==> config.mk <==
export PLATFORM = sky130hd
export DESIGN_NAME = imem_loader
export DESIGN_NICKNAME = d
export VERILOG_FILES = /design/src/rtl/loader_pkg.sv /design/src/rtl/byte_assembler.sv /design/src/rtl/imem_loader.sv
export SDC_FILE = /design/constraint.sdc
export NUM_CORES = 1
export LEC_CHECK = 0
export BUFFER_PORTS_ARGS = -buffer_cell sky130_fd_sc_hd__clkbuf_2
export CAP_MARGIN = 20
export CORE_ASPECT_RATIO = 1.5
export CORE_MARGIN = 2
export CORE_UTILIZATION = 56
export CTS_BUF_LIST = sky130_fd_sc_hd__clkbuf_8
export CTS_CLUSTER_SIZE = 20
export DETAILED_ROUTE_END_ITERATION = 16
export PLACE_DENSITY = 0.91
export SETUP_SLACK_MARGIN = 0.3
export SLEW_MARGIN = 20
export SYNTH_ARGS = -nofsm -noshare
export SYNTH_HDL_FRONTEND = slang
export SYNTH_SLANG_ARGS = --single-unit
export TNS_END_PERCENT = 50
==> constraint.sdc <==
create_clock -name clk -period 5.6 [get_ports clk]
set_input_delay 1.12 -clock clk [delete_from_list [all_inputs] [get_ports clk]]
set_output_delay 1.12 -clock clk [all_outputs]
set_load 0.01 [all_outputs]
==> src/rtl/loader_pkg.sv <==
// Shared definitions for the instruction-memory loader and the multicycle
// MIPS core it feeds.
//   - state_t     : loader FSM encoding (HDR, DATA, CSUM, DONE, ERR)
//   - IMEM_DEPTH  : default instruction memory depth in words
//   - WORD_W      : instruction width (always four bytes)
//   - OP_*        : primary opcode values decoded by the core
package loader_pkg;

    localparam int unsigned IMEM_DEPTH = 16;
    localparam int unsigned WORD_W     = 32;

    typedef enum logic [2:0] {
        HDR  = 3'd0,
        DATA = 3'd1,
        CSUM = 3'd2,
        DONE = 3'd3,
        ERR  = 3'd4
    } state_t;

    // Primary opcodes (instr[31:26]) understood by the core.
    localparam logic [5:0] OP_RTYPE = 6'h00;
    localparam logic [5:0] OP_J     = 6'h02;
    localparam logic [5:0] OP_BEQ   = 6'h04;
    localparam logic [5:0] OP_ADDI  = 6'h08;
    localparam logic [5:0] OP_LW    = 6'h23;
    localparam logic [5:0] OP_SW    = 6'h2B;

    function automatic logic [5:0] opcode_of(input logic [WORD_W-1:0] instr);
        return instr[WORD_W-1 -: 6];
    endfunction

endpackage

==> src/rtl/byte_assembler.sv <==
// Packs an MSB-first byte stream into instruction words and keeps a running
// XOR of every byte it absorbs.
//   clk, rst    : clock, asynchronous active-high reset
//   clear       : restart a frame (byte count and checksum back to zero)
//   byte_en     : absorb byte_in this cycle
//   byte_in     : payload byte
//   word_done   : combinational, this byte completes a word
//   word_ready  : one-cycle pulse the cycle after a word completes
//   word_out    : completed word, held until the next word completes
//   csum        : XOR of all bytes absorbed since the last clear
module byte_assembler #(
    parameter int unsigned WORD_W = 32
) (
    input  logic              clk,
    input  logic              rst,
    input  logic              clear,
    input  logic              byte_en,
    input  logic [7:0]        byte_in,
    output logic              word_done,
    output logic              word_ready,
    output logic [WORD_W-1:0] word_out,
    output logic [7:0]        csum
);

    // Only the first three bytes of a word need holding; the fourth goes
    // straight into word_out.
    logic [WORD_W-9:0] shift_q;
    logic [1:0]        byte_cnt;

    assign word_done = byte_en && (byte_cnt == 2'd3);

    // word_out is a separate buffer from shift_q, so the next word can start
    // shifting in during the cycle the previous one is being written.
    always_ff @(posedge clk or posedge rst) begin
        if (rst) begin
            shift_q    <= '0;
            byte_cnt   <= '0;
            csum       <= '0;
            word_out   <= '0;
            word_ready <= 1'b0;
        end else begin
            word_ready <= 1'b0;
            if (clear) begin
                shift_q  <= '0;
                byte_cnt <= '0;
                csum     <= '0;
            end else if (byte_en) begin
                shift_q  <= {shift_q[WORD_W-17:0], byte_in};
                csum     <= csum ^ byte_in;
                byte_cnt <= byte_cnt + 2'd1;
                if (byte_cnt == 2'd3) begin
                    word_out   <= {shift_q, byte_in};
                    word_ready <= 1'b1;
                end
            end
        end
    end

endmodule

==> src/rtl/imem_loader.sv <==
// Loads a program frame [N][4*N payload bytes][C] into instruction memory and
// starts the core when the trailing XOR checksum matches.
// Handshake: a byte moves on a rising edge where byte_valid and byte_ready
// are both 1; byte_valid may be held or dropped freely and the loader waits
// indefinitely; byte_ready is a register and never depends on byte_valid.
//   clk, rst      : clock, asynchronous active-high reset
//   byte_in/valid : stream byte and its valid
//   byte_ready    : 1 in HDR, DATA and CSUM
//   reload        : pulse, returns DONE/ERR to HDR
//   imem_we/waddr/wdata : one write strobe per assembled word
//   words_loaded  : words written in the current frame
//   core_start    : one-cycle pulse on a good load
//   done, err     : sticky status levels
//   state_dbg     : current FSM state
module imem_loader #(
    parameter int unsigned IMEM_DEPTH = loader_pkg::IMEM_DEPTH,
    parameter int unsigned ADDR_W     = 4,
    parameter int unsigned WORD_W     = loader_pkg::WORD_W
) (
    input  logic                clk,
    input  logic                rst,
    input  logic [7:0]          byte_in,
    input  logic                byte_valid,
    output logic                byte_ready,
    input  logic                reload,
    output logic                imem_we,
    output logic [ADDR_W-1:0]   imem_waddr,
    output logic [WORD_W-1:0]   imem_wdata,
    output logic [ADDR_W:0]     words_loaded,
    output logic                core_start,
    output logic                done,
    output logic                err,
    output loader_pkg::state_t  state_dbg
);

    import loader_pkg::*;

    state_t          state, state_next;
    logic            accept;
    logic            hdr_bad;
    logic            payload_done;
    logic            latch_n;
    logic [ADDR_W:0] n_words;

    logic            asm_clear;
    logic            asm_en;
    logic            asm_word_done;
    logic [7:0]      asm_csum;

    assign accept    = byte_valid & byte_ready;
    assign hdr_bad   = (byte_in == 8'd0) || (32'(byte_in) > IMEM_DEPTH);
    assign state_dbg = state;

    // words_loaded doubles as the write index. In DATA it only equals N
    // during the write cycle of the last word.
    assign payload_done = (words_loaded == n_words);

    byte_assembler #(.WORD_W(WORD_W)) u_asm (
        .clk        (clk),
        .rst        (rst),
        .clear      (asm_clear),
        .byte_en    (asm_en),
        .byte_in    (byte_in),
        .word_done  (asm_word_done),
        .word_ready (imem_we),
        .word_out   (imem_wdata),
        .csum       (asm_csum)
    );

    always_comb begin
        state_next = state;
        asm_clear  = 1'b0;
        asm_en     = 1'b0;
        latch_n    = 1'b0;
        unique case (state)
            HDR: begin
                if (accept) begin
                    if (hdr_bad) begin
                        state_next = ERR;
                    end else begin
                        state_next = DATA;
                        asm_clear  = 1'b1;
                        latch_n    = 1'b1;
                    end
                end
            end
            DATA: begin
                // A byte arriving in the last word's write cycle is already
                // the checksum: judge it here so the stream never stalls.
                if (accept && payload_done) begin
                    state_next = (byte_in == asm_csum) ? DONE : ERR;
                end else if (accept) begin
                    asm_en = 1'b1;
                end else if (payload_done) begin
                    state_next = CSUM;
                end
            end
            CSUM: begin
                if (accept) begin
                    state_next = (byte_in == asm_csum) ? DONE : ERR;
                end
            end
            DONE, ERR: begin
                if (reload) begin
                    state_next = HDR;
                    asm_clear  = 1'b1;
                end
            end
            default: state_next = HDR;
        endcase
    end

    always_ff @(posedge clk or posedge rst) begin
        if (rst) begin
            state        <= HDR;
            byte_ready   <= 1'b0;
            done         <= 1'b0;
            err          <= 1'b0;
            core_start   <= 1'b0;
            n_words      <= '0;
            words_loaded <= '0;
            imem_waddr   <= '0;
        end else begin
            state      <= state_next;
            byte_ready <= (state_next == HDR) || (state_next == DATA) ||
                          (state_next == CSUM);
            done       <= (state_next == DONE);
            err        <= (state_next == ERR);
            core_start <= (state_next == DONE) && (state != DONE);
            if (latch_n) begin
                n_words <= byte_in[ADDR_W:0];
            end
            if (asm_clear) begin
                words_loaded <= '0;
            end else if (asm_word_done) begin
                imem_waddr   <= words_loaded[ADDR_W-1:0];
                words_loaded <= words_loaded + 1'b1;
            end
        end
    end

endmodule

; ---- Yosys cells after proc, flatten, opt, wreduce, memory -nomap -nowiden
; Index checks and enable logic that the tools add are counted.
; Widths: inputs -> output; s select.
[op_classes]
addsub = 2
eq_ne = 12
order_cmp = 1
mux = 28
n_bitwise = 3
n_reduce_logical = 14
[op_table]
columns = cell, n
row1 = $mux 24, 2
row2 = $mux 3, 8
row3 = $mux 8, 2
row4 = $eq 3x2->1 const B, 4
row5 = $pmux 3 s4, 1
row6 = $mux 1, 10
row7 = $mux 5, 2
row8 = $eq 8x8->1, 1
row9 = $gt 8x5->1 const B, 1
row10 = $logic_not 8->1, 1
row11 = $xor 8x8->8, 1
row12 = $eq 3x1->1 const B, 2
row13 = $eq 3x3->1 const B, 2
row14 = $logic_not 3->1, 2
row15 = $add 5x1->5 const B, 1
row16 = $eq 5x5->1, 1
row17 = $mux 2, 2
row18 = $reduce_bool 2->1, 2
row19 = $logic_and 1x1->1, 3
row20 = $logic_or 1x1->1, 3
row21 = $ne 3x2->1 const B, 1
row22 = $reduce_and 3->1, 1
row23 = $add 2x1->2 const B, 1
row24 = $eq 2x2->1 const B, 1
row25 = 5 further kinds, 5
[totals]
in_bits = 12
wordCells = 73
output_inout_bits = 49
register_bits = 88

; ---- Depth between registers and ports, before layout
[logic_depth]
depth_word = 8
ltp_mapped = 8
ltp_nobuf = 6

; ---- Hierarchy
; Synthesis repeated with hierarchy kept, for this count alone.
[hier_totals]
cells_unflattened = 303
area_unflattened_um2 = 3975.1
[modules_own_cells]
columns = module, area_each_um2, n_inst, seq_area_each_um2, cells_each
row1 = byte_assembler, 2808.9, 1, 1676.6, 192
row2 = imem_loader, 1166.1, 1, 525.5, 111

; ---- Worst setup path after synthesis
; Ideal clock, no wire load.
[synth_timing]
kind = input port to flip-flop
startpoint = in byte_in[0]
endpoint = reg u_asm.csum[4]
slack_ps = 3066
path_stages = 7
path_buffers = 1
required_time_ps = 5479
arrival_ps = 2413
setup_ps = 121
cell_sequence = nor4_2 xor2_1 or3_1 buf_4 nand3_4 o21ai_0 a22o_1
[synth_between]
elab_chain_len = 6
elab_cells_between_ends = 8
classes_between = 1 x order compare / 4 x mux / 3 x reduce/logical
[synth_rtl]
columns = item, line
row1 = start: declaration, imem_loader.sv:22  ; input logic [7:0] byte_in,
row2 = $gt 8x5->1 or $logic_not 8->1 (tied branches), imem_loader.sv:51  ; assign hdr_bad = (byte_in == 8'd0) || (32'(byte_in) > IMEM_DEPTH);
row3 = $logic_or 1x1->1 (*), imem_loader.sv:51
row4 = $mux 1 (*), imem_loader.sv:78  ; if (hdr_bad) begin
row5 = $mux 1 (*), imem_loader.sv:77  ; if (accept) begin
row6 = $pmux 1 s2 (*), imem_loader.sv:75  ; unique case (state)
row7 = $mux 8 or $reduce_bool 2->1 (tied branches), n/a
row8 = end signal: assignment, byte_assembler.sv:49  ; csum <= csum ^ byte_in;
row9 = end: declaration, byte_assembler.sv:22  ; output logic [7:0] csum
; Mark *: on every way between the ends. The rest lies on a longest branch, timed or not.
; A chain may end at the register's enable or synchronous reset.

; ---- Worst setup path after layout
[layout_timing]
startpoint = in byte_valid
endpoint = reg words_loaded[2]
[layout_between]
elab_chain_len = 6
elab_cells_between_ends = 10
classes_between = 6 x mux / 1 x bitwise / 3 x reduce/logical
[layout_rtl]
columns = item, line
row1 = start: declaration, imem_loader.sv:23  ; input logic byte_valid,
row2 = $and 1x1->1 (*), imem_loader.sv:50  ; assign accept = byte_valid & byte_ready;
row3 = $mux 1 or $logic_and 1x1->1 (tied branches), "imem_loader.sv:92, imem_loader.sv:90"
row4 = $mux 1, imem_loader.sv:90  ; if (accept && payload_done) begin
row5 = $mux 1, imem_loader.sv:75
row6 = $logic_and 1x1->1, byte_assembler.sv:30  ; assign word_done = byte_en && (byte_cnt == 2'd3);
row7 = $reduce_bool 2->1 (no source line), n/a
row8 = end signal: assignment, imem_loader.sv:137  ; words_loaded <= words_loaded + 1'b1;
row9 = end: declaration, imem_loader.sv:29  ; output logic [ADDR_W:0] words_loaded,
; Marked as above.

==> impl_metrics.toml <==
[clocking]
ctsResizeCount = 0
ctsHoldBuffers = 0
cts_htree_levels = 3
clockBufferDepth = 2
worst_skew_pair.late_latency_ns = 0.37
clkTransAtPathRegs_ns = 0.08
clock-sinks = 88
cts_tree = "done"
cts-root-buf = "clkbuf_8"
cts_buffers = 9
cts_setup_buffers = 0

[route]
vias = 3031
vias_per_cell = 5.582
remaining_drc_errors = 0
final_antenna_net_count = 0
dr.pass1.iters = 4
wire_per_inst_um = 15.03
routed_wl_mm = 8.160
drtIter0Drc = 174

[floorplanning]
die_height_um = 105.4
num_rows = 37
die-area_um2 = 7542
initial_utilization = 0.5676
core_um2 = 6759
die_x_um = 71.58
pin_count = 61

[grt]
antenna_found_initial = 0
grt.total_usage = 0.2295
grt_pass1_vias = 2987
grt_max_degree = 55
overflow = 0
grt_pass1_wl_mm = 13.43

[timing]
finClkSkew_ns = 0.01170
fin_tns_setup_ns = 0
hold_viol = 0
setup_viol_count_final = 0
fin_hold_ws_ns = 0.4708
period_needed_ns = 2.648
max_freq_ghz = 0.3776
period_share = 0.4729
finalMaxSlewViolations = 0
slew_headroom = 0.4894
rsz0062_at_grt = "false"
worstMarginPinSlew_ns = 0.7659

[min_path]
hold_path.class = "register to register"

[synthesis]
synth_top_area_share = 0.5740
ys_ff_latch = 88
syn_inst = 402
synth_warnings = 0
syn_nets = 416
synth_top_area_cell = "dfrtp_1"
ys_types = 41
synthTopCellsByArea = "dfrtp_1 57%, nand2_1 16%, o21ai_0 4.6%"
avgSynthCellArea_um2 = 9.543
syn_area_um2 = 3836
yosysSeqAreaShare = 0.5740

[critical_path]
cp_max_fo = 40
required_ns = 5.84
cp_data_arrival_time_ns = 2.88
cp-start-kind = "input port"
end_kind = "register"
crit_type = "input port to register"

[cells_and_area]
antenna_cells = 0
synthToLayoutAreaGrowth_pct = 13.93
nets = 474
layout-drive-gt1-share = 0.2129
num-fill-cells = 554

[power]
p_per_area_nw_per_um2 = 305.2
power_mw = 1.334
ir_drop_mv = 0.2532
leakage_nw = 2.300

[job]
cap_violations = 0

[place]
port_buffers = 60
dp_hpwl_mm = 5.616
gp_congestion = 0.9180

[outcome]
outcome = "complete, no violations"
-- flip-flops by register name, indices dropped and copies added, names as in the netlist --
signal,cells
byte_ready,1
core_start,1
done,1
err,1
imem_waddr,4
n_words,5
state_dbg,3
u_asm.byte_cnt,2
u_asm.csum,8
u_asm.shift_q,24
u_asm.word_out,32
u_asm.word_ready,1
words_loaded,5
-- worst paths after layout --
path	startpoint	end	slack (ns)	depth (start not counted)
setup / recovery	byte_valid	words_loaded[2]	2.95	7
hold / removal	imem_waddr[0]	imem_waddr[0]	0.47	2
setup reg to reg	state_dbg[1]	words_loaded[2]	3.17	6
hold reg to reg	imem_waddr[0]	imem_waddr[0]	0.47	2
max in group asynchronous	rst	u_asm.word_out[21]	3.75	3
min in group asynchronous	rst	u_asm.word_out[3]	0.77	2
-- worst max-delay path: stages --
cell,delay (ns)
clkbuf_2,0.09
nand2_1,0.10
nor3_1,0.39
o211a_2,0.77
nor2_1,0.17
nor2_1,0.16
a21oi_1,0.08
-- where the power goes --
group          switching (mW)  internal, mW  total, mW
registers              0.0384         0.672      0.710
logic                   0.132        0.0808      0.213
clock network           0.227         0.184      0.411
total                   0.397         0.937       1.33
-- layout make-up --
class	count	area (um2)	share of cell area
well taps	78	97.59	0.02233
clock inverters	5	30.03	0.006871
clock buffers	11	151.4	0.03464
flip-flops and latches	88	2202	0.5039
repair buffers	66	345.3	0.07902
multi-input cells	289	1520	0.3478
inverters	6	23.77	0.005439
-- cell families after synthesis --
logic type / synth area share
compound gates: 0.1102
mux: 0.02250
flops: 0.5740
fa+ha+maj: 0.006522
simple gates: 0.2221
xor+xnor: 0.03425
buf+inv: 0.03033
-- routing by layer --
layer / wire, um / track usage
met5: 0 / 0
met4: 188 / 0.1321
met1: 3232 / 0.2715
met2: 4319 / 0.3750
met3: 419 / 0.05641
-- metrics by stage --
step | setup WS [ns] | instances | util | area, um2
6_report | 2.952 | 543 | 0.6466 | 4370
5_1_grt | 2.807 | 543 | 0.6466 | 4370
4_1_cts | 2.701 | 542 | 0.6455 | 4363
3_5_place_dp | 2.321 | 526 | 0.6187 | 4182
3_3_place_gp | 2.444 | 526 | 0.6187 | 4182
2_1_floorplan | 2.201 | 402 | - | 3836
-- Yosys cell counts, drive strengths merged --
master	instances
nand2	163
dfrtp	88
o21ai	37
clkbuf	10
nor2	10
xor2	10
a22o	9
buf	9
nor2b	8
inv	6
a21oi	5
mux2	5
xnor2	5
nand3	4
nor3	4
mux2i	3
nor4	3
ha	2
nand2b	2
nand4	2
o21a	2
o2bb2ai	2
o31ai	2
a2111oi	1
a21o	1
a31oi	1
and3b	1
and4bb	1
nand3b	1
nor3b	1
o211a	1
o211ai	1
o31a	1
or3	1
-- placed cells by master, fill, tap and decap left out, types with 2 or more instances in the layout --
cell,synthesis,layout
mux2i_1,3,3
nor2_1,10,9
o2bb2ai_1,2,2
a21oi_1,5,5
inv_1,6,6
dfrtp_1,88,88
nor3_1,4,4
o21ai_0,35,35
nand4_1,2,2
xor2_1,10,10
nor4_1,2,2
ha_1,2,2
clkinv_2,0,3
buf_4,2,5
o31ai_2,2,2
nand3_1,3,3
nor2b_1,7,7
nand2b_1,2,2
mux2_2,5,5
a22o_1,9,9
o21ai_2,2,2
xnor2_1,5,5
clkbuf_8,0,11
nand2_1,163,163
clkbuf_2,0,60
Note: power is estimated with default switching activity, not from simulation.
